<file path="config.mk">
export PLATFORM = sky130hd
export DESIGN_NAME = effect_tremolo_lfo
export DESIGN_NICKNAME = d
export VERILOG_FILES = /design/src/rtl/tremolo_pkg.sv /design/src/rtl/tremolo_lfo.sv /design/src/rtl/effect_tremolo_lfo.sv
export SDC_FILE = /design/constraint.sdc
export NUM_CORES = 1
export LEC_CHECK = 0
export CAP_MARGIN = 0
export CORE_ASPECT_RATIO = 1.5
export CORE_MARGIN = 3
export CORE_UTILIZATION = 35
export DETAILED_ROUTE_END_ITERATION = 10
export HOLD_SLACK_MARGIN = 0.06
export MAX_ROUTING_LAYER = met4
export PLACE_DENSITY = 0.48
export SYNTH_ARGS = -nofsm -noshare
export SYNTH_HDL_FRONTEND = slang
export SYNTH_SLANG_ARGS = --single-unit
</file>
<file path="constraint.sdc">
create_clock -name i_clk -period 16.6 [get_ports i_clk]
set_input_delay 1.66 -clock i_clk [delete_from_list [all_inputs] [get_ports i_clk]]
set_output_delay 1.66 -clock i_clk [all_outputs]
set_load 0.1 [all_outputs]
</file>
<file path="src/rtl/tremolo_pkg.sv">
// Shared types and constants for the tremolo stage.
package tremolo_pkg;

   // LFO waveform select; code 3 falls back to triangle in the decoder.
   typedef enum logic [1:0] {
      WAVE_TRI = 2'd0,
      WAVE_SQR = 2'd1,
      WAVE_SAW = 2'd2
   } wave_e;

   // Unity gain in unsigned Q0.15 (largest representable value below 1).
   localparam int unsigned Q15_ONE = 32767;

   // Width of the unsigned LFO level and of the gain.
   localparam int LVL_W = 15;

endpackage

</file>
<file path="src/rtl/tremolo_lfo.sv">
// Tremolo LFO: phase accumulator stepped once per accepted sample, restart
// on a rising edge of enable, and waveform decode to a 15-bit level.
module tremolo_lfo
   import tremolo_pkg::*;
#(
   parameter int PHASE_W = 24,
   parameter int RATE_W  = 16
) (
   input  logic               i_clk,
   input  logic               i_rst_n,
   input  logic               i_valid,
   input  logic               i_enable,
   input  logic [1:0]         i_wave,
   input  logic [RATE_W-1:0]  i_rate,
   output logic [LVL_W-1:0]   o_level
);

   logic [PHASE_W-1:0] r_phase;
   logic               r_en_hist;
   logic               w_accept;
   logic               w_restart;
   logic [PHASE_W-1:0] w_phase;
   logic [15:0]        w_t;

   assign w_accept  = i_valid & i_enable;
   // Enable just came on (history is only updated on valid cycles).
   assign w_restart = w_accept & ~r_en_hist;
   // Phase seen by this sample: forced to 0 on a restart.
   assign w_phase   = w_restart ? '0 : r_phase;
   assign w_t       = 16'(w_phase >> (PHASE_W - 16));

   // Advance the phase after the sample has used it; hold otherwise.
   always_ff @(posedge i_clk or negedge i_rst_n) begin
      if (!i_rst_n)
         r_phase <= '0;
      else if (w_accept)
         r_phase <= w_phase + PHASE_W'(i_rate);
   end

   // Remember enable as seen on the last valid sample for edge detection.
   always_ff @(posedge i_clk or negedge i_rst_n) begin
      if (!i_rst_n)
         r_en_hist <= 1'b0;
      else if (i_valid)
         r_en_hist <= i_enable;
   end

   // Decode the top 16 phase bits into the waveform level.
   always_comb begin
      o_level = w_t[15] ? ~w_t[14:0] : w_t[14:0];
      case (wave_e'(i_wave))
         WAVE_SQR: o_level = w_t[15] ? 15'd0 : 15'(Q15_ONE);
         WAVE_SAW: o_level = ~w_t[15:1];
         default:  o_level = w_t[15] ? ~w_t[14:0] : w_t[14:0];
      endcase
   end

endmodule

</file>
<file path="src/rtl/effect_tremolo_lfo.sv">
// Tremolo stage: gain from LFO level and depth, 2-cycle pipeline
// (stage 1: data/valid/enable/gain, stage 2: product or bypass).
// Optional feature macro: TREMOLO_SMOOTH_EN (depth ramps 1 step per sample).
module effect_tremolo_lfo
   import tremolo_pkg::*;
#(
   parameter int DATA_W  = 16,
   parameter int PHASE_W = 24,
   parameter int RATE_W  = 16,
   parameter int DEPTH_W = 8
) (
   input  logic                      i_clk,
   input  logic                      i_rst_n,
   input  logic                      i_valid,
   input  logic                      i_enable,
   input  logic [1:0]                i_wave,
   input  logic [RATE_W-1:0]         i_rate,
   input  logic [DEPTH_W-1:0]        i_depth,
   input  logic signed [DATA_W-1:0]  i_data,
   output logic signed [DATA_W-1:0]  o_data,
   output logic                      o_valid
);

   localparam int GP_W = LVL_W + DEPTH_W;      // depth * (1 - L) product
   localparam int MP_W = DATA_W + LVL_W + 1;   // sample * gain product

   logic [LVL_W-1:0]          w_level;
   logic [DEPTH_W-1:0]        w_depth_eff;
   logic [LVL_W-1:0]          w_lvl_inv;
   logic [GP_W-1:0]           w_gprod;
   logic [LVL_W-1:0]          w_gain;

   logic [1:0]                r_vld_pipe;
   logic signed [DATA_W-1:0]  r_data1;
   logic                      r_en1;
   logic [LVL_W-1:0]          r_gain1;
   logic signed [DATA_W-1:0]  r_data2;

   logic signed [MP_W-1:0]    w_da;
   logic signed [MP_W-1:0]    w_ga;
   logic signed [MP_W-1:0]    w_prod;

   tremolo_lfo #(
      .PHASE_W (PHASE_W),
      .RATE_W  (RATE_W)
   ) u_lfo (
      .i_clk    (i_clk),
      .i_rst_n  (i_rst_n),
      .i_valid  (i_valid),
      .i_enable (i_enable),
      .i_wave   (i_wave),
      .i_rate   (i_rate),
      .o_level  (w_level)
   );

`ifdef TREMOLO_SMOOTH_EN
   logic               w_accept;
   logic [DEPTH_W-1:0] r_depth_s;

   assign w_accept = i_valid & i_enable;

   // Effective depth for this sample: one step from the stored depth toward i_depth.
   always_comb begin
      w_depth_eff = r_depth_s;
      if (r_depth_s < i_depth)
         w_depth_eff = r_depth_s + 1'b1;
      else if (r_depth_s > i_depth)
         w_depth_eff = r_depth_s - 1'b1;
   end

   // Commit the stepped depth on accepted samples; collapse to 0 while disabled.
   always_ff @(posedge i_clk or negedge i_rst_n) begin
      if (!i_rst_n)
         r_depth_s <= '0;
      else if (!i_enable)
         r_depth_s <= '0;
      else if (w_accept)
         r_depth_s <= w_depth_eff;
   end
`else
   assign w_depth_eff = i_depth;
`endif

   // G = 1 - depth*(1 - L), all in Q0.15; the >> DEPTH_W keeps G below 1.
   assign w_lvl_inv = LVL_W'(Q15_ONE) - w_level;
   assign w_gprod   = GP_W'(w_depth_eff) * GP_W'(w_lvl_inv);
   assign w_gain    = LVL_W'(Q15_ONE) - LVL_W'(w_gprod >> DEPTH_W);

   // Valid shift register: bit 0 = stage 1, bit 1 = output.
   always_ff @(posedge i_clk or negedge i_rst_n) begin
      if (!i_rst_n)
         r_vld_pipe <= '0;
      else
         r_vld_pipe <= {r_vld_pipe[0], i_valid};
   end

   // Stage 1: capture sample, enable and gain.
   always_ff @(posedge i_clk or negedge i_rst_n) begin
      if (!i_rst_n) begin
         r_data1 <= '0;
         r_en1   <= 1'b0;
         r_gain1 <= '0;
      end else begin
         r_data1 <= i_data;
         r_en1   <= i_enable;
         r_gain1 <= w_gain;
      end
   end

   // Signed sample times non-negative gain; arithmetic shift floors toward -inf.
   assign w_da   = MP_W'(r_data1);
   assign w_ga   = MP_W'({1'b0, r_gain1});
   assign w_prod = w_da * w_ga;

   // Stage 2: modulated sample, or the raw sample when bypassed.
   always_ff @(posedge i_clk or negedge i_rst_n) begin
      if (!i_rst_n)
         r_data2 <= '0;
      else if (r_vld_pipe[0])
         r_data2 <= r_en1 ? DATA_W'(w_prod >>> LVL_W) : r_data1;
   end

   assign o_data  = r_data2;
   assign o_valid = r_vld_pipe[1];

endmodule

</file>
==> key figures <==
Placement
  – Port Buffers: 62
  – DP Wirelength: 34500 um
  – Instance area at placement: 0.0176 mm2
  – Gpl congestion: 0.842

Clocking
  – Clk root buf: clkbuf_16
  – CTS resizes: 0
  – Setup Buffers After CTS: 0
  – CTS tree: done
  – Htree depth: 3
  – Clock buffer depth: 2
  – Worst-skew pair later-pin latency: 0.37 ns
  – CTS Buf Count: 9
  – Cts hold-fix bufs: 0
  – CTS Sinks: 75
  – Clock transition at the registers of the reported paths: 0.07 ns

Die
  – Placement row count: 96
  – Height of the die: 272 um
  – Core ar.: 0.0461 mm2
  – Initial Utilization: 35.8%
  – I/O pins: 63
  – Die ar.: 0.0499 mm2
  – Chip Width: 183 um

Global routing
  – GRT Util Overall: 18.7%
  – Pin count of the biggest net entering global routing: 52
  – First-pass GRT wire length: 70300 um
  – Remaining global-route overflow: 0
  – Antenna violations before repair: 0
  – Vias in the first global route: 13364

Detailed routing
  – Routed len/inst: 17.7 um
  – Router iterations before antenna repair: 5
  – Via Count: 11737
  – Vias per Instance: 4.90
  – Drt drc: 0
  – DRT iter0 DRCs: 451
  – Antenna-violating nets left: 0
  – DRT Wirelength: 42300 um

Worst setup path
  – CP max FO: 22
  – Req. time, crit path: 16.86 ns
  – Critical Path AT: 8.58 ns
  – Crit Path Category: in2reg
  – Critical Path Start Type: input pin
  – Crit path capture type: flop

STA
  – Hold Vio Cnt, Final: 0
  – Slew headroom: 32.1%
  – Final Skew: 0.0177 ns
  – Tmin final: 8.33 ns
  – Hold_ws: 0.470 ns
  – RSZ-0062 raised after global routing: false
  – Setup TNS: 0 ns
  – Setup Viol. Count Final: 0
  – Fmax: 120 MHz
  – Worst slew pin tran: 1.02 ns
  – Slew Limit Fails: 0
  – Final period util: 50.2%

Cells and area
  – Post-route cell area: 0.0179 mm2
  – Util after Layout: 38.8%
  – Inserted Diodes: 0
  – Most frequent cells in the layout: inv_1 (380), fa_1 (318), and2_1 (226), nand2_1 (191), ha_1 (129)
  – Share of cells above drive strength 1: 3.04%
  – Net count, final: 2295
  – P&R area growth vs syn: 8.51%
  – Most common cell after layout, fill and taps aside: inv_1

Yosys
  – Async set-reset flop share out of synthesis: 100%
  – Post-synth EDFFs: 0
  – Post-Syn Area: 0.0165 mm2
  – Top_reg_cell synth: dfrtp_1
  – Cells after synthesis: 1790
  – Seq cells post-synth: 75
  – Yosys warnings: 0
  – Mean Syn Cell Area: 9.22 um2
  – Sequential area share after synthesis: 11.4%
  – Post-Syn Nets: 2283
  – Post-synth cell types: 79

Run status
  – Outcome: completed

Worst hold path
  – Min-delay worst type: reg2reg

Run
  – Maxcap violations: 0
-- critical path: stages --
cell and delay, ns:
clkdlybuf4s50_1 0.48, inv_1 0.05, ha_1 0.65, nand2b_1 0.24, o22ai_1 0.11, nor4_1 0.79, nand2_1 0.15, fa_1 0.50
fa_1 0.54, inv_1 0.05, fa_1 0.50, fa_1 0.50, ha_1 0.34, a21o_1 0.19, a21o_1 0.18, a21oi_1 0.17
a2bb2oi_1 0.21, a31oi_1 0.18, a41o_1 0.30, o41a_1 0.34, a21oi_1 0.23, o21bai_1 0.11, xnor2_1 0.12
-- state kept, by name (all words and copies together), names as in the netlist --
| name | cells |
|---|---|
| u_lfo.r_phase | 24 |
| o_data | 16 |
| r_data1 | 16 |
| r_gain1 | 15 |
| r_vld_pipe | 2 |
| r_en1 | 1 |
| u_lfo.r_en_hist | 1 |
-- synth_stat cells, types with 10 or more instances --
master / n / share of area (%)
o21ai_0: 54 / 1.6
mux2i_1: 19 / 1.2
xor2_1: 23 / 1.2
nand3_1: 17 / 0.52
xnor2_1: 41 / 2.2
a21boi_0: 10 / 0.45
inv_1: 380 / 8.6
nor2_1: 40 / 0.91
a21oi_1: 45 / 1.4
ha_1: 129 / 9.8
nand2_1: 191 / 4.3
clkbuf_1: 57 / 1.3
fa_1: 318 / 39
a21o_1: 16 / 0.73
and2_1: 226 / 8.6
dfrtp_1: 75 / 11
-- cells by family (layout without fill, tap and decap cells) --
family	after synthesis	count (layout)	share of synthesized area, %
buf+inv	452	469	10.6
mux	21	21	1.29
simple gates	531	531	16.8
fa+ha+maj	448	448	48.4
compound gates	199	199	8.16
flops	75	75	11.4
xor+xnor	64	64	3.40
-- per-layer routing --
metal | track usage, % | vias to the layer above | wire (um) | share of wire [%]
met3 | 1.38 | 69 | 703 | 1.7
met2 | 35.6 | 158 | 24200 | 57
met4 | 8.43 | 0 | 1980 | 4.7
met1 | 19.4 | 6045 | 15400 | 36
met5 | - | - | 0 | 0
li1 | - | 5465 | - | -
-- area by class of cell --
class | instances | area [um2]
clock buffer | 9 | 225
clock inverter | 7 | 68.8
fill | 4732 | 28200
inverter | 380 | 1430
multi-input combinational | 1263 | 12900
sequential | 75 | 1880
tap | 588 | 736
timing repair buffer | 73 | 701
-- through the flow --
step,worst slack (ns),cells
after global placement,8.06,2379
after CTS,8.30,2395
after detailed placement,7.91,2379
after global routing,7.73,2395
final,8.27,2395
after floorplan,9.19,1790
-- final timing paths --
path,to,slack [ns],cells after the start,startpoint
max reg2reg,r_gain1[14],9.22,22,u_lfo.r_en_hist
min,u_lfo.r_phase[0],0.47,2,u_lfo.r_phase[0]
max in group asynchronous,r_gain1[5],14.36,2,i_rst_n
min in group asynchronous,o_data[14],1.18,1,i_rst_n
max,r_gain1[14],8.27,23,i_wave[0]
min reg2reg,u_lfo.r_phase[0],0.47,2,u_lfo.r_phase[0]
Power is left out: the tool's default activity adds up to more than one toggle a clock period on the data nets, which glitch-free logic cannot reach.
